$ cat src/rtl/i2c_arb_pkg.sv
// Shared encodings and bus widths for the I2C master arbiter.
// Pure definitions: no latency, no flow control.
package i2c_arb_pkg;
   localparam int I2C_ID_W   = 7;
   localparam int I2C_DATA_W = 8;

   typedef enum logic [1:0] {
      ST_IDLE   = 2'd0,
      ST_ACTIVE = 2'd1,
      ST_STOP   = 2'd2,
      ST_GAP    = 2'd3
   } arb_state_t;
endpackage

$ cat src/rtl/rr_arbiter.sv
// Round-robin pick: lowest requesting index at or above i_ptr, then wraps to below it.
// Combinational, zero latency; no grant when nothing requests.
module rr_arbiter #(
   parameter int NUM_REQ = 2,
   parameter int PTR_W   = 1
) (
   input  logic [NUM_REQ-1:0] i_req,
   input  logic [PTR_W-1:0]   i_ptr,
   output logic [NUM_REQ-1:0] o_grant,
   output logic [PTR_W-1:0]   o_idx
);
   logic w_found;

   always_comb begin
      o_grant = '0;
      o_idx   = '0;
      w_found = 1'b0;
      // Pass 0 scans indices >= ptr, pass 1 scans the wrapped part below ptr.
      for (int p = 0; p < 2; p++) begin
         for (int i = 0; i < NUM_REQ; i++) begin
            if (!w_found && i_req[i] &&
                ((p == 0) ? (PTR_W'(i) >= i_ptr) : (PTR_W'(i) < i_ptr))) begin
               o_grant[i] = 1'b1;
               o_idx      = PTR_W'(i);
               w_found    = 1'b1;
            end
         end
      end
   end
endmodule

$ cat src/rtl/i2c_master_arbiter.sv
// Grants one i2c_wrapper master to NUM_REQ sequencers per whole transaction, round-robin, with watchdog and bus-free gap.
// Grant 1 cycle after request, o_m_* 1 cycle after owner inputs; ack/last routed back combinationally; losers wait.
module i2c_master_arbiter
   import i2c_arb_pkg::*;
#(
   parameter int NUM_REQ        = 2,
   parameter int GAP_CYCLES     = 250,
   parameter int TIMEOUT_CYCLES = 250000
) (
   input  logic                           i_sysclk,
   input  logic                           i_arst,
   input  logic [NUM_REQ-1:0]             i_req_en,
   input  logic [NUM_REQ-1:0]             i_req_wr,
   input  logic [NUM_REQ-1:0]             i_req_last,
   input  logic [I2C_ID_W*NUM_REQ-1:0]    i_req_addr,
   input  logic [I2C_DATA_W*NUM_REQ-1:0]  i_req_data,
   output logic [NUM_REQ-1:0]             o_req_ack,
   output logic [NUM_REQ-1:0]             o_req_last,
   output logic [I2C_DATA_W-1:0]          o_req_data,
   output logic [NUM_REQ-1:0]             o_grant,
   output logic [NUM_REQ-1:0]             o_timeout,
   output logic                           o_m_en,
   output logic                           o_m_wr,
   output logic                           o_m_last,
   output logic [I2C_ID_W-1:0]            o_m_addr,
   output logic [I2C_DATA_W-1:0]          o_m_data,
   input  logic                           i_m_ack,
   input  logic                           i_m_last,
   input  logic [I2C_DATA_W-1:0]          i_m_data
);
   localparam int PTR_W  = (NUM_REQ > 1) ? $clog2(NUM_REQ) : 1;
   localparam int WDOG_W = (TIMEOUT_CYCLES > 0) ? $clog2(TIMEOUT_CYCLES + 1) : 1;
   localparam int GAP_W  = (GAP_CYCLES > 0) ? $clog2(GAP_CYCLES + 1) : 1;

   arb_state_t              r_state;
   logic [NUM_REQ-1:0]      r_grant;
   logic [PTR_W-1:0]        r_owner;
   logic [PTR_W-1:0]        r_rr_ptr;
   logic [NUM_REQ-1:0]      r_timeout;
   logic [WDOG_W-1:0]       r_wdog;
   logic [GAP_W-1:0]        r_gap;
   logic                    r_m_en;
   logic                    r_m_wr;
   logic                    r_m_last;
   logic [I2C_ID_W-1:0]     r_m_addr;
   logic [I2C_DATA_W-1:0]   r_m_data;

   logic [NUM_REQ-1:0]      w_arb_grant;
   logic [PTR_W-1:0]        w_arb_idx;
   logic [PTR_W-1:0]        w_next_ptr;
   logic                    w_own_en;
   logic                    w_own_wr;
   logic                    w_own_last;
   logic [I2C_ID_W-1:0]     w_own_addr;
   logic [I2C_DATA_W-1:0]   w_own_data;
   logic                    w_kick;
   logic                    w_busy;
   logic                    w_expire;
   logic                    w_release;

   rr_arbiter #(
      .NUM_REQ (NUM_REQ),
      .PTR_W   (PTR_W)
   ) u_rr (
      .i_req   (i_req_en),
      .i_ptr   (r_rr_ptr),
      .o_grant (w_arb_grant),
      .o_idx   (w_arb_idx)
   );

   always_comb begin
      w_own_en   = 1'b0;
      w_own_wr   = 1'b0;
      w_own_last = 1'b0;
      w_own_addr = '0;
      w_own_data = '0;
      for (int i = 0; i < NUM_REQ; i++) begin
         if (r_owner == PTR_W'(i)) begin
            w_own_en   = i_req_en[i];
            w_own_wr   = i_req_wr[i];
            w_own_last = i_req_last[i];
            w_own_addr = i_req_addr[i*I2C_ID_W +: I2C_ID_W];
            w_own_data = i_req_data[i*I2C_DATA_W +: I2C_DATA_W];
         end
      end
   end

   assign w_next_ptr = (r_owner == PTR_W'(NUM_REQ - 1)) ? '0 : r_owner + PTR_W'(1);
   assign w_kick     = i_m_ack | i_m_last;
   assign w_busy     = (r_state == ST_ACTIVE) || (r_state == ST_STOP);
   // Master progress in the expiring cycle rescues the transaction.
   assign w_expire   = w_busy && !w_kick && (r_wdog >= WDOG_W'(TIMEOUT_CYCLES - 1));
   assign w_release  = (r_state == ST_STOP) && i_m_last;

   assign o_req_ack  = r_grant & {NUM_REQ{i_m_ack}};
   assign o_req_last = (r_state == ST_STOP) ? (r_grant & {NUM_REQ{i_m_last}}) : '0;
   assign o_req_data = (|r_grant) ? i_m_data : '0;
   assign o_grant    = r_grant;
   assign o_timeout  = r_timeout;
   assign o_m_en     = r_m_en;
   assign o_m_wr     = r_m_wr;
   assign o_m_last   = r_m_last;
   assign o_m_addr   = r_m_addr;
   assign o_m_data   = r_m_data;

   always_ff @(posedge i_sysclk or posedge i_arst) begin
      if (i_arst) begin
         r_state   <= ST_IDLE;
         r_grant   <= '0;
         r_owner   <= '0;
         r_rr_ptr  <= '0;
         r_timeout <= '0;
         r_wdog    <= '0;
         r_gap     <= '0;
         r_m_en    <= 1'b0;
         r_m_wr    <= 1'b0;
         r_m_last  <= 1'b0;
         r_m_addr  <= '0;
         r_m_data  <= '0;
      end else begin
         case (r_state)
            ST_IDLE: begin
               r_m_en   <= 1'b0;
               r_m_wr   <= 1'b0;
               r_m_last <= 1'b0;
               r_m_addr <= '0;
               r_m_data <= '0;
               if (|i_req_en) begin
                  r_grant <= w_arb_grant;
                  r_owner <= w_arb_idx;
                  r_wdog  <= '0;
                  r_state <= ST_ACTIVE;
               end
            end
            ST_ACTIVE: begin
               // en=0 with last=0 is a pause: owner keeps the grant, master sees en=0.
               r_m_en   <= w_own_en;
               r_m_wr   <= w_own_wr;
               r_m_last <= w_own_last;
               r_m_addr <= w_own_addr;
               r_m_data <= w_own_data;
               if (w_kick)
                  r_wdog <= '0;
               else if (!w_expire)
                  r_wdog <= r_wdog + WDOG_W'(1);
               if (!w_own_en && w_own_last)
                  r_state <= ST_STOP;
            end
            ST_STOP: begin
               r_m_en   <= 1'b0;
               r_m_last <= 1'b1;
               if (w_kick)
                  r_wdog <= '0;
               else if (!w_expire)
                  r_wdog <= r_wdog + WDOG_W'(1);
            end
            default: begin
               r_m_en   <= 1'b0;
               r_m_wr   <= 1'b0;
               r_m_last <= 1'b0;
               r_m_addr <= '0;
               r_m_data <= '0;
               if (r_gap >= GAP_W'(GAP_CYCLES - 1))
                  r_state <= ST_IDLE;
               else
                  r_gap <= r_gap + GAP_W'(1);
            end
         endcase

         // End of ownership overrides the per-state updates above.
         if (w_release || w_expire) begin
            r_grant  <= '0;
            r_rr_ptr <= w_next_ptr;
            r_gap    <= '0;
            r_state  <= ST_GAP;
            r_m_en   <= 1'b0;
            r_m_wr   <= 1'b0;
            r_m_addr <= '0;
            r_m_data <= '0;
            r_m_last <= w_expire;
            if (w_expire)
               r_timeout <= r_timeout | r_grant;
         end
      end
   end
endmodule

$ cat config.mk
export PLATFORM = sky130hd
export DESIGN_NAME = i2c_master_arbiter
export DESIGN_NICKNAME = d
export VERILOG_FILES = /design/src/rtl/i2c_arb_pkg.sv /design/src/rtl/rr_arbiter.sv /design/src/rtl/i2c_master_arbiter.sv
export SDC_FILE = /design/constraint.sdc
export NUM_CORES = 1
export LEC_CHECK = 0
export ABC_AREA = 1
export CORE_AREA = 2 2 81 83
export CTS_CLUSTER_DIAMETER = 50
export DETAILED_ROUTE_END_ITERATION = 8
export DIE_AREA = 0 0 83 85
export PLACE_DENSITY = 0.83
export SYNTH_ARGS = -nofsm -noshare
export SYNTH_HDL_FRONTEND = slang
export SYNTH_SLANG_ARGS = --single-unit
$ cat constraint.sdc
create_clock -name i_sysclk -period 5.13 [get_ports i_sysclk]
set_clock_uncertainty 0.05 [all_clocks]
set_input_delay 0.513 -clock i_sysclk [delete_from_list [all_inputs] [get_ports i_sysclk]]
set_output_delay 0.513 -clock i_sysclk [all_outputs]
set_load 0.02 [all_outputs]
==> impl_metrics.env <==
export IMPL_final_setup_tns_ns=0
export IMPL_synth_top_cells_by_count="nand2_1 (161), nor2_1 (58), dfrtp_1 (52)"
export IMPL_drive_gt1_share_pct=4.66
export IMPL_totalWireLength_mm=7.89
export IMPL_synth_edf_count=0
export IMPL_cts_made_buffers=5
export IMPL_min_from="o_m_wr$_DFFE_PP0P_"
export IMPL_area_growth_pct=29.2
export IMPL_slew_violations=0
export IMPL_synth_top_area_share_pct=40.8
export IMPL_critPathKind="reg2out"
export IMPL_postCtsSetupRepairBufs=0
export IMPL_cp_cell_sequence="inv_1 > ha_1 > nand2_1 > nor2_1 > clkdlybuf4s50_1"
export IMPL_grt_max_degree=53
export IMPL_antenna_found_initial=0
export IMPL_timing_fmax_ghz=0.366
export IMPL_crit_fanout=8
export IMPL_cap_viol_max_count=0
export IMPL_ys_seq_area_share_pct=40.8
export IMPL_start_util_pct=51.4
export IMPL_syn_area_sq_um=3190
export IMPL_r2r_slack_ns=2.72
export IMPL_r2r_start="r_state[1]$_DFFE_PP0P_"
export IMPL_dieArea_sq_um=7060
export IMPL_tritoncts="done"
export IMPL_critPathCaptureType="primary output"
export IMPL_slowest_stage="clkdlybuf4s50_1"
export IMPL_wl_per_cell_microns=12.8
export IMPL_synth_seq_cells=52
export IMPL_crit_start="r_state[0]$_DFFE_PP0P_"
export IMPL_hold_viol=0
export IMPL_power_total_mw=1.74
export IMPL_syn_inst=460
export IMPL_leakagePower_nw=1.99
export IMPL_io_pins=82
export IMPL_swShare_pct=45.0
export IMPL_ant_nets=0
export IMPL_cp_arrival_ns=2.17
export IMPL_routabilityCongestion=0.897
export IMPL_r2r_cells=9
export IMPL_cts_repair_resize_count=0
export IMPL_htreeDepth=2
export IMPL_drtIter0Drc=230
export IMPL_relSlewSlack_pct=29.6
export IMPL_nNetsFinal=592
export IMPL_portBuffers=81
export IMPL_power_frac_seq_pct=34.8
export IMPL_cts_sinks=52
export IMPL_rsz0062_at_grt="no"
export IMPL_synth_top_cell_by_area="dfrtp_1"
export IMPL_status="completed"
export IMPL_tightest_slew_ns=1.05
export IMPL_async_flop_share_pct=100
export IMPL_grt_pass1_wl_mm=13.4
export IMPL_track_usage_pct=22.9
export IMPL_ys_top_cells_by_area="dfrtp_1 (41%), nand2_1 (19%), nor2_1 (6.8%)"
export IMPL_grt_overflow_total=0
export IMPL_finalSetupViolations=0
export IMPL_required_ns=4.57
export IMPL_hold_path_cell_count=2
export IMPL_layout_min_cycle_time_ns=2.73
export IMPL_core_area_sq_um=6200
export IMPL_fin_crit_sh_pct=53.2
export IMPL_grt_pass1_vias=2985
export IMPL_synth_yosys_warnings=0
export IMPL_synth_area_per_cell_sq_um=6.94
export IMPL_utilization_pct=66.4
export IMPL_vias_per_cell=5.22
export IMPL_power_switching_mw=0.783
export IMPL_clockRootBuffer="clkbuf_8"
export IMPL_num_antenna_cells=0
export IMPL_fillers=523
export IMPL_dr_pass1_iters=6
export IMPL_internal_power_mw=0.958
export IMPL_synth_fp_nets=516
export IMPL_rows=29
export IMPL_hold_ws_ns=0.429
export IMPL_place_hpwl_mm=5.92
export IMPL_clkSlewWorstSetupHoldPaths_ns=0.09
export IMPL_p_comb_share_pct=51.1
export IMPL_die_w_microns=83
export IMPL_min_path_type="reg2reg"
export IMPL_synth_distinct_cells=29
export IMPL_insertion_delay_ns=0.30
export IMPL_drc=0
export IMPL_powerDensity_nw_per_um2=422
export IMPL_finish_instance_area_sq_um=4120
export IMPL_peakVddDrop_mv=0.280
export IMPL_critPathLaunchType="register"
export IMPL_cts_buffer_depth=2
export IMPL_clockPowerShare_pct=14.0
export IMPL_ys_flop_type="dfrtp_1"
export IMPL_cts_hold_buf=0
export IMPL_slowest_delay_ns=0.63
export IMPL_dpl_cell_area_sq_um=4030
export IMPL_dr_total_vias=3207
export IMPL_die_y_microns=85
export IMPL_synth_most_common_cell="nand2_1"
registers in the layout (all words and copies together) (netlist names):
name	cells
o_grant	2
r_state	2
o_m_data	8
o_m_wr	1
r_rr_ptr	1
o_m_addr	7
r_gap	8
r_wdog	18
o_m_last	1
r_owner	1
o_m_en	1
o_timeout	2
worst paths after layout:
path | to
setup / recovery | o_req_last[1]
hold / removal | o_m_wr$_DFFE_PP0P_
setup reg to reg | r_wdog[0]$_DFFE_PP0P_
hold reg to reg | o_m_wr$_DFFE_PP0P_
max in group asynchronous | o_m_data[3]$_DFFE_PP0P_
min in group asynchronous | o_m_data[2]$_DFFE_PP0P_
cell families after synthesis:
family                   after synthesis  synth area share (%)
AO/OA/AOI/OAI                         42                  7.14
XOR/XNOR                               5                  1.37
adder cells (fa/ha/maj)                8                  3.14
buffers and inverters                 62                  8.16
flip-flops                            52                  40.8
AND/OR/NAND/NOR                      291                  39.4
layer usage:
metal	GRT usage (%)	routed length (microns)	up-vias
met2	38.5	3720	109
met4	5.51	90	0
li1	-	-	1602
met1	29.9	3560	1483
met5	0	0	-
met3	5.64	519	13
layout make-up:
type                    instances  area (sq um)  share of cell area (%)
clock buffers                   6          82.6                    2.00
clock inverters                 2          10.0                   0.243
inverters                      49           184                    4.46
multi-input cells             346          1630                    39.5
flip-flops and latches         52          1300                    31.6
well taps                      77          96.3                    2.34
repair buffers                 82           818                    19.9
layout by cell type (no fill, tap or decap), drive strengths merged:
| cell | netlist | routed |
|---|---|---|
| or2 | 2 | 2 |
| xnor2 | 1 | 1 |
| clkbuf | 7 | 6 |
| nand3 | 36 | 36 |
| and2 | 1 | 1 |
| nand2 | 164 | 164 |
| a21oi | 10 | 10 |
| buf | 6 | 1 |
| nand4 | 15 | 15 |
| ha | 8 | 8 |
| dfrtp | 52 | 52 |
| clkinv | 1 | 3 |
| nor3 | 10 | 10 |
| clkdlybuf4s50 | 0 | 81 |
| o21ai | 25 | 25 |
| inv | 48 | 48 |
| xor2 | 4 | 4 |
| o21bai | 3 | 3 |
| nor3b | 2 | 2 |
| nor2 | 61 | 61 |
| o21a | 4 | 4 |
critical path: cells and delay by family, from the launching register on:
| kind | cells | cell delay (ns) |
|---|---|---|
| DFF | 1 | 0.43 |
| adders and majority gates | 1 | 0.33 |
| buffers and inverters | 2 | 0.73 |
| and+or+nand+nor | 2 | 0.38 |
power by group through the flow:
stage                     combinational (mW)  sequential (mW)  clock, mW
after CTS                              0.899            0.604      0.245
after global routing                   0.991            0.622      0.260
final                                  0.890            0.606      0.245
after detailed placement               0.892            0.610          0
after global placement                 0.870            0.608          0
after floorplan                        0.508            0.660          0
per-stage QoR:
stage                     setup slack, ns  std cells
after floorplan                      3.27        460
after global placement               2.65        606
after detailed placement             2.55        606
after CTS                            2.40        614
after global routing                 2.32        614
final                                2.40        614
(Power assumes the default switching activity.)
